<file path="config.mk">
export PLATFORM = sky130hd
export DESIGN_NAME = shared_resource_arbiter_n
export DESIGN_NICKNAME = d
export VERILOG_FILES = /design/src/rtl/shared_resource_arbiter_n.sv
export SDC_FILE = /design/constraint.sdc
export NUM_CORES = 1
export LEC_CHECK = 0
export ABC_AREA = 1
export BUFFER_PORTS_ARGS = -buffer_cell sky130_fd_sc_hd__buf_4
export CAP_MARGIN = 40
export CELL_PAD_IN_SITES_DETAIL_PLACEMENT = 0
export CELL_PAD_IN_SITES_GLOBAL_PLACEMENT = 1
export CORE_MARGIN = 2
export CORE_UTILIZATION = 40
export DETAILED_ROUTE_END_ITERATION = 6
export PLACE_DENSITY_LB_ADDON = 0.15
export SKIP_CTS_REPAIR_TIMING = 1
export SLEW_MARGIN = 20
export SYNTH_ARGS = -nofsm -noshare
export SYNTH_HDL_FRONTEND = slang
export SYNTH_SLANG_ARGS = --single-unit
</file>
<file path="constraint.sdc">
create_clock -name clk -period 4.1 [get_ports clk]
set_input_delay 0.41 -clock clk [delete_from_list [all_inputs] [get_ports clk]]
set_output_delay 0.41 -clock clk [all_outputs]
set_load 0.05 [all_outputs]
</file>
<file path="src/rtl/shared_resource_arbiter_n.sv">
// rtl/shared_resource_arbiter_n.sv - N-channel round-robin arbiter in front of a shared fixed-latency pipeline
// Per-channel hold registers, credit-guarded output FIFOs and per-channel flush.
module shared_resource_arbiter_n #(
  parameter int N_CH  = 2,
  parameter int WIDTH = 32,
  parameter int DEPTH = 3,
  parameter int MODE  = 1
) (
  input  logic                  clk,
  input  logic                  reset,
  input  logic [N_CH*WIDTH-1:0] in_data,
  input  logic [N_CH-1:0]       in_valid,
  input  logic [N_CH-1:0]       in_flush,
  output logic [N_CH-1:0]       out_stall,
  output logic [N_CH*WIDTH-1:0] out_data,
  output logic [N_CH-1:0]       out_valid,
  input  logic [N_CH-1:0]       in_stall
);

  localparam int FDEPTH = DEPTH + 2;
  localparam int TAG_W  = (N_CH > 1) ? $clog2(N_CH) : 1;
  localparam int PTR_W  = $clog2(FDEPTH);
  localparam int CNT_W  = $clog2(FDEPTH + 1);

  logic [N_CH-1:0]  hold_valid;
  logic [WIDTH-1:0] hold_data [N_CH];
  logic [CNT_W-1:0] credit [N_CH];
  logic [TAG_W-1:0] rr_ptr;

  logic [DEPTH-1:0] stage_valid;
  logic [WIDTH-1:0] stage_data [DEPTH];
  logic [TAG_W-1:0] stage_tag [DEPTH];

  logic [WIDTH-1:0] fifo_mem [N_CH][FDEPTH];
  logic [PTR_W-1:0] fifo_rd [N_CH];
  logic [PTR_W-1:0] fifo_wr [N_CH];
  logic [CNT_W-1:0] fifo_cnt [N_CH];

  logic [N_CH-1:0]  eligible;
  logic [N_CH-1:0]  grant;
  logic [N_CH-1:0]  accept;
  logic [N_CH-1:0]  pop;
  logic [N_CH-1:0]  fifo_wr_en;
  logic             grant_any;
  logic [TAG_W-1:0] grant_idx;

  function automatic logic [WIDTH-1:0] apply_op(input logic [WIDTH-1:0] d);
    if (MODE == 1) return d + WIDTH'(1);
    else if (MODE == 2) return ~d;
    else return d;
  endfunction

  function automatic logic [PTR_W-1:0] ptr_inc(input logic [PTR_W-1:0] p);
    return (int'(p) == FDEPTH - 1) ? '0 : p + PTR_W'(1);
  endfunction

  always_comb begin
    out_data = '0;
    for (int i = 0; i < N_CH; i++) begin
      eligible[i]   = hold_valid[i] && (credit[i] < CNT_W'(FDEPTH)) && !in_flush[i];
      out_valid[i]  = (fifo_cnt[i] != '0) && !in_flush[i];
      pop[i]        = out_valid[i] && !in_stall[i];
      fifo_wr_en[i] = stage_valid[DEPTH-1] && (stage_tag[DEPTH-1] == TAG_W'(i)) && !in_flush[i];
      // Head is masked while empty so reset and flush present zero data.
      if (fifo_cnt[i] != '0) out_data[i*WIDTH +: WIDTH] = fifo_mem[i][fifo_rd[i]];
    end
    out_stall = hold_valid & ~grant;
    accept    = in_valid & ~out_stall & ~in_flush;
  end

  always_comb begin : arb
    int idx;
    idx       = 0;
    grant     = '0;
    grant_any = 1'b0;
    grant_idx = '0;
    for (int k = 0; k < N_CH; k++) begin
      if (!grant_any) begin
        idx = int'(rr_ptr) + k;
        if (idx >= N_CH) idx = idx - N_CH;
        if (eligible[idx]) begin
          grant[idx] = 1'b1;
          grant_any  = 1'b1;
          grant_idx  = TAG_W'(idx);
        end
      end
    end
  end

  always_ff @(posedge clk) begin
    if (reset) begin
      hold_valid  <= '0;
      stage_valid <= '0;
      rr_ptr      <= '0;
      for (int i = 0; i < N_CH; i++) begin
        credit[i]   <= '0;
        fifo_rd[i]  <= '0;
        fifo_wr[i]  <= '0;
        fifo_cnt[i] <= '0;
      end
    end else begin
      for (int i = 0; i < N_CH; i++) begin
        if (in_flush[i])    hold_valid[i] <= 1'b0;
        else if (accept[i]) hold_valid[i] <= 1'b1;
        else if (grant[i])  hold_valid[i] <= 1'b0;
        if (accept[i]) hold_data[i] <= in_data[i*WIDTH +: WIDTH];

        if (in_flush[i])              credit[i] <= '0;
        else if (grant[i] && !pop[i]) credit[i] <= credit[i] + CNT_W'(1);
        else if (!grant[i] && pop[i]) credit[i] <= credit[i] - CNT_W'(1);

        if (in_flush[i]) begin
          fifo_rd[i]  <= '0;
          fifo_wr[i]  <= '0;
          fifo_cnt[i] <= '0;
        end else begin
          if (fifo_wr_en[i]) begin
            fifo_mem[i][fifo_wr[i]] <= stage_data[DEPTH-1];
            fifo_wr[i]              <= ptr_inc(fifo_wr[i]);
          end
          if (pop[i]) fifo_rd[i] <= ptr_inc(fifo_rd[i]);
          if (fifo_wr_en[i] && !pop[i])      fifo_cnt[i] <= fifo_cnt[i] + CNT_W'(1);
          else if (!fifo_wr_en[i] && pop[i]) fifo_cnt[i] <= fifo_cnt[i] - CNT_W'(1);
        end
      end

      // Stages never stall; a flushed channel's items are dropped as they advance.
      stage_valid[0] <= grant_any;
      stage_data[0]  <= apply_op(hold_data[grant_idx]);
      stage_tag[0]   <= grant_idx;
      for (int k = 1; k < DEPTH; k++) begin
        stage_valid[k] <= stage_valid[k-1] && !in_flush[stage_tag[k-1]];
        stage_data[k]  <= stage_data[k-1];
        stage_tag[k]   <= stage_tag[k-1];
      end

      if (grant_any) rr_ptr <= (int'(grant_idx) == N_CH - 1) ? '0 : grant_idx + TAG_W'(1);
    end
  end

endmodule

</file>
[Word level (Yosys, flattened, before mapping)]
Memories as Yosys holds them, arrays and structs flattened.
Cells that the tools add are included.
Operators by class
  multiplexer cells: 140
  multiply operators: 0
  order comparisons: 16
  div/mod/pow operators: 0
  add/sub/neg operators: 17
  shifts and indexed selects: 0
  bitwise gates (word level): 32
  equal/unequal tests: 4
  reduce and logical (&&, ||, !) cells: 45
Operators by type and width (number)
  2-to-1 mux 160 bit: 4
  2-to-1 mux 32 bit: 12
  binary-select mux 32 bit (select 3 bit): 2
  demux 32 bit (select 3 bit): 2
  OR reduction 160 bit: 1
  2-to-1 mux 1 bit: 91
  2-to-1 mux 3 bit: 24
  >= comparator 32 x 1 -> 1 bit, second input constant: 2
  < comparator 32 x 3 -> 1 bit, second input constant: 2
  adder 32 x 1 -> 32 bit, second input constant: 1
  logical AND 1 bit: 26
  adder 3 x 1 -> 3 bit, second input constant: 8
  OR 1 bit: 20
  >= comparator 4 bit, second input constant: 4
  inverter 3 -> 4 bit: 4
  equality test 3 bit, second input constant: 4
  zero test 1 bit: 12
  subtractor 3 x 1 -> 3 bit, second input constant: 4
  < comparator 4 x 1 -> 1 bit, second input constant: 2
  bitwise AND 2 bit: 3
  < comparator 3 bit, second input constant: 2
  2-to-1 mux 2 bit: 3
  inverter 2 bit: 3
  nonzero test 3 bit: 2
  12 further kinds: 16
Storage, ports and cells
  bits in read-only memories: 0
  word-level logic and storage cells: 266
  register bits after elaboration: 6
  bits in latches: 0
  input bits: 72
  bits in writable memories: 507
  memories: 8
Memory list
  fifo_mem: depth 2, bits a word 160, read ports 2, clocked after memory_dff 0, wr ports 1, RTL line 34  | logic [WIDTH-1:0] fifo_mem [N_CH][FDEPTH];
  stage_data: depth 3, bits a word 32, read ports 3, clocked after memory_dff 0, wr ports 3, RTL line 31  | logic [WIDTH-1:0] stage_data [DEPTH];
  hold_data: depth 2, bits a word 32, read ports 1, clocked after memory_dff 0, wr ports 2, RTL line 26  | logic [WIDTH-1:0] hold_data [N_CH];
  credit: depth 2, bits a word 3, read ports 2, clocked after memory_dff 0, wr ports 2, RTL line 27  | logic [CNT_W-1:0] credit [N_CH];
  fifo_cnt: depth 2, bits a word 3, read ports 2, clocked after memory_dff 0, wr ports 2, RTL line 37  | logic [CNT_W-1:0] fifo_cnt [N_CH];
  fifo_rd: depth 2, bits a word 3, read ports 2, clocked after memory_dff 0, wr ports 2, RTL line 35  | logic [PTR_W-1:0] fifo_rd [N_CH];
  2 more memories

[Depth between registers and ports, before layout]
Gate-level depths: netlist of the first run.
  depth after elaboration: 23
  gate-level depth with buffers: 16
  depth with buffers taken out: 15

[Least setup slack after synthesis of the first run]
No wires, ideal clock.
  path type: input -> register
  start point: in reset
  end point: mem fifo_mem[0][256] (netlist bit), enable pin
  setup slack: -0.309 ns
  library setup time: 0.502 ns
  data arrival time: 3.908 ns
  cell stages on the path: 4
  required time: 3.598 ns
  path buffers: 1
  cells stage by stage: clkbuf_1 > nor2_1 > inv_1 > nor4_1
Between the ends
  longest elaborated chain between the ends: 4
Ends and longest elaborated chain
  from (decl): RTL line 10  | input logic reset,
  2-to-1 mux 1 bit: RTL line 91  | if (reset) begin
  2-to-1 mux 160 bit (implied by the code): RTL line 118  | fifo_mem[i][fifo_wr[i]] <= stage_data[DEPTH-1];
  OR reduction 160 bit (no line)
  2-to-1 mux 1 bit (no line) or 2-to-1 mux 160 bit (tied branches)
  to (decl): RTL line 34
Parallel ways exist; a longest one is shown, timed or not.

==> results.json, run 1 <==
{
  "irDropWorstVdd_uv": 301,
  "syn_avg_cell_area_um2": 12.2,
  "hpwlAfterDp_mm": 30.8,
  "cts_buffers": 54,
  "setup.worst_path.end_class": "output pin",
  "p_leak_nw": 9.40,
  "cts-root-buf": "clkbuf_16",
  "yosysTopAreaCell": "edfxtp_1",
  "initialDrtViolationCount": 869,
  "h-tree-depth": 2,
  "grt_overflow": 0,
  "track_usage_pct": 18.4,
  "post-place-ws_ns": 1.21,
  "vias": 13300,
  "synthArstFlopShare_pct": 0,
  "die_h_um": 233,
  "core_area_mm2": 0.0522,
  "fin_tns_setup_ns": 0,
  "syn_nets": 1818,
  "io_buffers": 139,
  "routed_via_density": 4.95,
  "worstPathRequired_ns": 3.69,
  "arrival_ns": 2.96,
  "startpoint_type": "register",
  "synth_top_flop_cell": "edfxtp_1",
  "detail-route-antenna-nets": 0,
  "routedWlPerCell_um": 18.6,
  "layout-drive-gt1-share_pct": 15.0,
  "synthCells": 1730,
  "place_congestion": 0.810,
  "clock_sinks": 513,
  "wirelength_mm": 49.8,
  "finalCritPeriodShare_pct": 82.1,
  "route.detailed.drc": 0,
  "clockBufferDepth": 3,
  "min_path_type": "in -> reg",
  "grt_antenna_before_repair": 1,
  "hold_viol_final": 0,
  "cap_violations": 0,
  "netlist_area_mm2": 0.0210,
  "ys_seq_area_share_pct": 73.0,
  "finalClockSkew_ns": 0.0187,
  "ys_types": 35,
  "dieArea_mm2": 0.0544,
  "clock_latency_ns": 0.60,
  "yosysTopAreaCellShare_pct": 72.4,
  "grt_max_degree": 65,
  "power_density_mw_per_mm2": 470,
  "drt_first_pass_iters": 5,
  "yosysWarningCount": 0,
  "timing.final.ws_setup_ns": 0.734,
  "cts_tree": "built",
  "grt_pass1_wl_mm": 75.6,
  "critPathKind": "reg -> out",
  "initial_core_util_pct": 40.3,
  "rsz0062_at_grt": "false",
  "status": "complete, no violations",
  "postLayoutCoreUtil_pct": 48.6,
  "setup_viol": 0,
  "r2r_setup_slack_ns": 1.34,
  "finalNetCount": 2033,
  "dieWidth_um": 233,
  "io_pins": 140,
  "synthTopCellsByArea": "edfxtp_1, nand2_1, o21ai_0",
  "fmax_ghz": 0.297,
  "area_growth_pct": 20.6,
  "clk_pin_slew_worst_paths_ns": 0.06,
  "num_rows": 84,
  "maxSlewViolCount": 0,
  "min_path_cells": 2,
  "synth_seq_cells": 513,
  "final.min_clock_period_ns": 3.37,
  "tightest_slew_ns": 0.794,
  "synth-edff-count": 507,
  "cp_max_fo": 49,
  "fill_cells": 4610,
  "slew_headroom_pct": 47.0,
  "first_global_vias": 12900,
  "reg2reg_depth": 13
}
==> flip-flops by register name (all words and copies together), names as in the netlist <==
signal and flops:
credit 6, stage_data 96, stage_valid 3, fifo_wr 6, hold_data 64, fifo_cnt 6, fifo_mem 320, rr_ptr 1
stage_tag 3, fifo_rd 6, hold_valid 2
==> worst paths after layout <==
| kind | start | endpoint |
|---|---|---|
| max | fifo_rd[1][0] | out_data[63] |
| min | in_valid[0] | hold_valid[0] |
| max reg2reg | credit[0][0] | stage_data[0][20] |
| min reg2reg | stage_data[0][15] | stage_data[0][47] |
==> area by class of cell <==
class	count	area (um^2)	share of cell area [%]
Antenna cell	1	2.50	0.00987
Clock buffer	66	1420	5.59
Clock inverter	33	335	1.32
Inverter	121	458	1.81
Multi-Input combinational cell	1017	4960	19.6
Sequential cell	513	15300	60.5
Tap cell	688	861	3.39
Timing Repair Buffer	238	1980	7.80
==> kinds of logic after synthesis <==
kind of cell / share of synthesized area, %
AO/OA/AOI/OAI: 7.79
adder cells (fa/ha/maj): 1.02
buffers and inverters: 3.84
AND/OR/NAND/NOR: 13.3
flip-flops: 73.0
XOR/XNOR: 1.08
==> report_power, final <==
group          total, mW  switching [mW]  internal [mW]
sequential          5.97           0.101           5.87
combinational       1.14           0.786          0.357
clock               4.80            1.97           2.83
total               11.9            2.85           9.06
==> cell usage in the layout (no fill, tap or decap), types with 2 or more instances in the layout <==
| cell | n |
|---|---|
| o22ai_1 | 65 |
| nand2_2 | 9 |
| fa_1 | 2 |
| inv_1 | 118 |
| buf_4 | 172 |
| xor2_1 | 17 |
| o21ai_0 | 167 |
| ha_1 | 14 |
| inv_2 | 2 |
| clkinv_2 | 13 |
| edfxtp_1 | 507 |
| dfxtp_1 | 6 |
| clkinv_1 | 9 |
| clkinv_8 | 2 |
| nor3_1 | 2 |
| clkbuf_16 | 55 |
| nand3_1 | 52 |
| bufinv_16 | 6 |
| xnor2_1 | 9 |
| a21oi_1 | 69 |
| nor3_2 | 8 |
| nand2_1 | 329 |
| dlygate4sd3_1 | 64 |
| nand3b_1 | 21 |
| clkinvlp_4 | 3 |
| o211ai_1 | 3 |
| clkbuf_1 | 11 |
| nor2_4 | 5 |
| nor2_2 | 13 |
| nand4_1 | 8 |
| nor2_1 | 214 |
==> routing by layer <==
layer	vias to the layer above	part of all wire [%]	global-route usage [%]
li1	6492	-	-
met1	6434	45	24.6
met4	0	2.1	5.47
met2	264	49	31.1
met3	62	3.6	2.42
met5	-	0	0
==> cell usage after synthesis, types with 5 or more instances <==
cell      instances
inv_1           119
nand2_1         329
o21ai_0         167
nand4_1           8
clkbuf_1         61
xor2_1           17
nand3b_1         21
o22ai_1          65
a21oi_1          69
nand3_1          52
ha_1             14
nand2_2           9
xnor2_1           9
buf_2             7
nor2_1          219
nor3_1           11
edfxtp_1        507
dfxtp_1           6
nor2_2            9
buf_4             5
==> through the flow <==
step,instances,cell area [um^2],hold WS [ns],total power [mW]
3_5_place_dp,2513,23000,0.405,7.19
6_report,2677,25400,0.0548,11.9
5_1_grt,2676,25400,0.0444,12.3
4_1_cts,2612,24700,-0.0508,12.0
3_3_place_gp,2512,22900,0.402,7.18
2_1_floorplan,1730,21000,0.400,6.76
==> worst max-delay path: stages, from the launching register on <==
cell and delay (ns):
edfxtp_1 0.72, inv_1 0.19, buf_4 0.49, o21ai_0 0.15
o22ai_1 0.15, nand2_1 0.07, a21oi_1 0.33, buf_4 0.27
Power figures use the tool's default switching activity.
==> run 2, diff against run 1 <==
==> constraint.sdc (replaced) <==
create_clock -name clk -period 2.9 [get_ports clk]
set_input_delay 0.29 -clock clk [delete_from_list [all_inputs] [get_ports clk]]
set_output_delay 0.29 -clock clk [all_outputs]
set_load 0.05 [all_outputs]
==> run 2 against run 1 <==
  * Worst hold slack improved by 0.080 ns
  * First-iteration DRC count down 5.4%
  * Cell area increased by 0.94%
  * Largest cell class unchanged
  * Sequential cell count is the same
  * Non-clock buffer count grew 14
  * Largest power group unchanged
  * Die area stayed put
  * Sequential share of layout area decreased by 0.56 points
  * Worst setup slack lost 0.63 ns
  * Via count grew 0.23%
  * Critical endpoint is now out_data[42]
  * Combinational power increased by 45%
  * Register-to-register slack got worse by 1.1 ns
  * Clock-buffer cell count is 1 higher
==> results.json, run 2 (synthesis gave the netlist of run 1 again) <==
{
  "status": "complete, no violations",
  "r2r_setup_slack_ns": 0.28,
  "diodes": 0,
  "fin_tns_setup_ns": 0,
  "p_leak_nw": 9.49,
  "layout-drive-gt1-share_pct": 15.3,
  "cts_buffers": 54,
  "rsz0062_at_grt": "false",
  "clock_sinks": 513,
  "grt_overflow": 0,
  "io_buffers": 139,
  "final.min_clock_period_ns": 2.79,
  "finalNetCount": 2047,
  "track_usage_pct": 18.2,
  "cts-root-buf": "clkbuf_16",
  "die_h_um": 233,
  "initial_core_util_pct": 40.3,
  "startpoint_type": "register",
  "irDropWorstVdd_uv": 435,
  "fmax_ghz": 0.358,
  "grt_antenna_before_repair": 0,
  "final_common_cell": "edfxtp_1",
  "dp.cells": 2523,
  "min_path_type": "in -> reg",
  "finalClockSkew_ns": 0.0179,
  "worstPathRequired_ns": 2.61,
  "final_cell_mix": "edfxtp_1, nand2_1, nor2_1",
  "setup.worst_path.end_class": "output pin",
  "r2r_end": "stage_data[0][22]",
  "crit_end": "out_data[42]",
  "clock_latency_ns": 0.60,
  "routedWlPerCell_um": 18.5,
  "first_global_vias": 12700,
  "drt_first_pass_iters": 5,
  "clk_pin_slew_worst_paths_ns": 0.06,
  "routed_via_density": 4.95,
  "route.detailed.drc": 0,
  "maxSlewViolCount": 0,
  "initialDrtViolationCount": 822,
  "cp_max_fo": 43,
  "min_path_cells": 4,
  "stdcell_count": 2683,
  "largest_reg_flops": 320,
  "wirelength_mm": 49.7,
  "detail-route-antenna-nets": 0,
  "p_total_mw": 16.8,
  "vias": 13300,
  "critPathKind": "reg -> out",
  "grt_pass1_wl_mm": 74.4,
  "dieWidth_um": 233,
  "num_rows": 84,
  "grt_max_degree": 98,
  "clockBufferDepth": 3,
  "io_pins": 140,
  "r2r-start": "credit[0][2]",
  "h-tree-depth": 2,
  "arrival_ns": 2.50,
  "hold_viol_final": 0,
  "core_area_mm2": 0.0522,
  "cts_tree": "built",
  "setup_viol": 0,
  "finalCritPeriodShare_pct": 96.3,
  "hpwlAfterDp_mm": 31.2,
  "dieArea_mm2": 0.0544,
  "power_density_mw_per_mm2": 657,
  "cap_violations": 0,
  "area_growth_pct": 21.7,
  "reg2reg_depth": 13,
  "slew_headroom_pct": 62.3,
  "tightest_slew_ns": 0.562,
  "cp-startpoint": "fifo_rd[1][0]",
  "place_congestion": 0.855,
  "fill_cells": 4602
}
run 2: worst min path at each step:
stage                      from                 to
3_3_place_gp   stage_data[0][9]  stage_data[0][41]
5_1_grt             in_flush[0]     stage_valid[2]
6_report            in_flush[0]     stage_valid[2]
2_1_floorplan       in_flush[1]     stage_valid[1]
4_1_cts             in_data[31]   hold_data[0][31]
3_5_place_dp   stage_data[0][7]  stage_data[0][39]
run 2: cell type report:
cell class	instances	area, um^2	area share [%]
clock buffers	67	1420	5.55
clock inverters	25	292	1.14
inverters	121	458	1.79
multi-input cells	1017	5000	19.5
flip-flops and latches	513	15300	59.9
well taps	688	861	3.36
repair buffers	252	2230	8.70
run 2: worst max-delay path, cell delays in order (launching register included):
cell      delay (ns)
edfxtp_1        0.47
buf_12          0.22
nor3_2          0.28
buf_12          0.22
nand2_1         0.06
a21oi_1         0.35
buf_4           0.28
run 2: through the flow:
step	worst slack, ns	instance area (um^2)	hold WS (ns)	util, %
final	0.108	25600	0.135	49.0
after global routing	0.0154	25600	0.127	49.0
after CTS	0.0501	24900	-0.171	47.7
after detailed placement	0.284	23200	0.405	44.4
after global placement	0.277	23200	0.401	44.4
after floorplan	-0.582	21100	0.380	-
run 2: per-layer routing:
layer / share of wire (%) / wire [um] / vias up / GRT usage (%)
li1: - / - / 6519 / -
met1: 44 / 22100 / 6429 / 24.0
met2: 49 / 24500 / 259 / 30.9
met3: 3.8 / 1890 / 75 / 2.92
met4: 2.5 / 1240 / 0 / 5.21
met5: 0 / 0 / - / 0
run 2: power breakdown:
part	internal (mW)	total, mW	switching [mW]
logic	0.531	1.65	1.12
clock network	3.99	6.74	2.75
registers	8.30	8.44	0.137
==> run 3, diff against run 2 <==
--- a/config.mk
+++ b/config.mk
@@ -14,6 +14,7 @@
 export CORE_UTILIZATION = 40
 export DETAILED_ROUTE_END_ITERATION = 6
 export PLACE_DENSITY_LB_ADDON = 0.15
+export RECOVER_POWER = 100
 export SKIP_CTS_REPAIR_TIMING = 1
 export SLEW_MARGIN = 20
 export SYNTH_ARGS = -nofsm -noshare
==> constraint.sdc (replaced) <==
create_clock -name clk -period 3.51 [get_ports clk]
set_input_delay 0.351 -clock clk [delete_from_list [all_inputs] [get_ports clk]]
set_output_delay 0.351 -clock clk [all_outputs]
set_load 0.05 [all_outputs]
==> run 3 against run 2 <==
  * Via count down 1.0%
  * First-iteration DRC count up 0.12%
  * Highest routed layer unchanged
  * Core utilization down 1.1 points
  * Clock skew up 0.00054 ns
  * Critical path depth up 1
  * Worst hold slack worse by 0.072 ns
  * Combinational power down 24%
  * Power down 19%
  * Global-route usage down 0.38 points
  * Register-to-register slack better by 0.29 ns
  * Critical endpoint is now out_data[25]
==> results.json, run 3 (synthesis gave the netlist of run 1 again) <==
{
  "status": "complete, no violations",
  "core_area_mm2": 0.0522,
  "wirelength_mm": 48.3,
  "io_pins": 140,
  "tightest_slew_ns": 1.09,
  "cap_violations": 0,
  "layout-drive-gt1-share_pct": 12.8,
  "clock_latency_ns": 0.60,
  "maxSlewViolCount": 0,
  "max_stage_delay_ns": 0.80,
  "grt_pass1_wl_mm": 73.7,
  "cp_top_family": "buffers and inverters",
  "p_leak_nw": 9.23,
  "track_usage_pct": 17.8,
  "min_path_cells": 3,
  "fin_tns_setup_ns": 0,
  "finalClockSkew_ns": 0.0184,
  "hpwlAfterDp_mm": 30.5,
  "reg2reg_depth": 13,
  "place_congestion": 0.810,
  "diodes": 0,
  "cts-root-buf": "clkbuf_16",
  "largest_reg_flops": 320,
  "power_density_mw_per_mm2": 545,
  "startpoint_type": "register",
  "hold_viol_final": 0,
  "cts_tree": "built",
  "area_growth_pct": 19.0,
  "cp_slowest_cell": "edfxtp_1",
  "drt_first_pass_iters": 5,
  "finalNetCount": 2038,
  "route.detailed.drc": 0,
  "dp.cells": 2516,
  "postLayoutCoreUtil_pct": 47.9,
  "dieArea_mm2": 0.0544,
  "detail-route-antenna-nets": 0,
  "first_global_vias": 12600,
  "arrival_ns": 2.86,
  "cts_buffers": 53,
  "num_rows": 84,
  "rsz0062_at_grt": "false",
  "stdcell_count": 2674,
  "initial_core_util_pct": 40.3,
  "fmax_ghz": 0.312,
  "cp_num_cells": 7,
  "setup_viol": 0,
  "clock_sinks": 513,
  "routed_via_density": 4.92,
  "grt_overflow": 0,
  "grt_antenna_before_repair": 0,
  "die_h_um": 233,
  "vias": 13100,
  "finalCritPeriodShare_pct": 91.4,
  "crit_chain": "inv_1, clkbuf_2, o21ai_0, o22ai_1, o21ai_0, inv_1, clkbuf_2",
  "final_common_cell": "edfxtp_1",
  "routedWlPerCell_um": 18.1,
  "grt_max_degree": 105,
  "critPathKind": "reg -> out",
  "clockBufferDepth": 3,
  "min_path_type": "in -> reg",
  "irDropWorstVdd_uv": 346,
  "final.min_clock_period_ns": 3.21,
  "worstPathRequired_ns": 3.16,
  "initialDrtViolationCount": 823,
  "final_cell_mix": "edfxtp_1, nand2_1, nor2_1",
  "cp.buffers_inverters": 4,
  "fill_cells": 4650,
  "h-tree-depth": 2,
  "clk_pin_slew_worst_paths_ns": 0.06,
  "dieWidth_um": 233,
  "io_buffers": 139,
  "setup.worst_path.end_class": "output pin",
  "cp_max_fo": 23,
  "slew_headroom_pct": 27.6
}
-- run 3: through the flow --
step | hold slack [ns] | cell area (um^2) | worst slack (ns) | power (mW)
after global placement | 0.400 | 23000 | 0.593 | 8.38
after global routing | 0.0554 | 25000 | 0.0884 | 14.2
after CTS | -0.107 | 24700 | 0.379 | 13.8
after detailed placement | 0.405 | 23000 | 0.589 | 8.39
after floorplan | 0.400 | 21100 | -0.0114 | 7.89
final | 0.0635 | 25000 | 0.304 | 13.6
-- run 3: layout make-up --
class / instances / area, um^2 / share of cell area, %
tap: 688 / 861 / 3.44
clock inverter: 29 / 287 / 1.14
sequential: 513 / 15300 / 61.3
multi-input combinational: 1017 / 4890 / 19.5
clock buffer: 62 / 1380 / 5.52
inverter: 121 / 458 / 1.83
timing repair buffer: 244 / 1810 / 7.24
-- run 3: final timing paths --
path / to / start / slack, ns
hold / removal: hold_valid[1] / in_valid[1] / 0.06
hold reg to reg: stage_data[0][72] / stage_data[0][40] / 0.42
setup / recovery: out_data[25] / fifo_rd[0][0] / 0.30
setup reg to reg: stage_data[0][27] / credit[1][0] / 0.57
-- run 3: routing by layer --
metal | share of wire, % | vias to the layer above | wire length, um | global-route usage [%]
met2 | 49 | 246 | 23700 | 30.3
li1 | - | 6499 | - | -
met5 | 0 | - | 0 | 0
met3 | 3.9 | 71 | 1880 | 2.67
met1 | 45 | 6328 | 21700 | 23.8
met4 | 2.0 | 0 | 989 | 4.64
-- run 3: power by group --
part / switching, mW / internal (mW)
Clock: 2.31 / 3.11
Combinational: 0.901 / 0.357
Sequential: 0.113 / 6.86
-- run 3: worst min-delay path, stage by stage --
cell	delay [ns]
buf_4	0.07
inv_1	0.06
a21oi_1	0.13
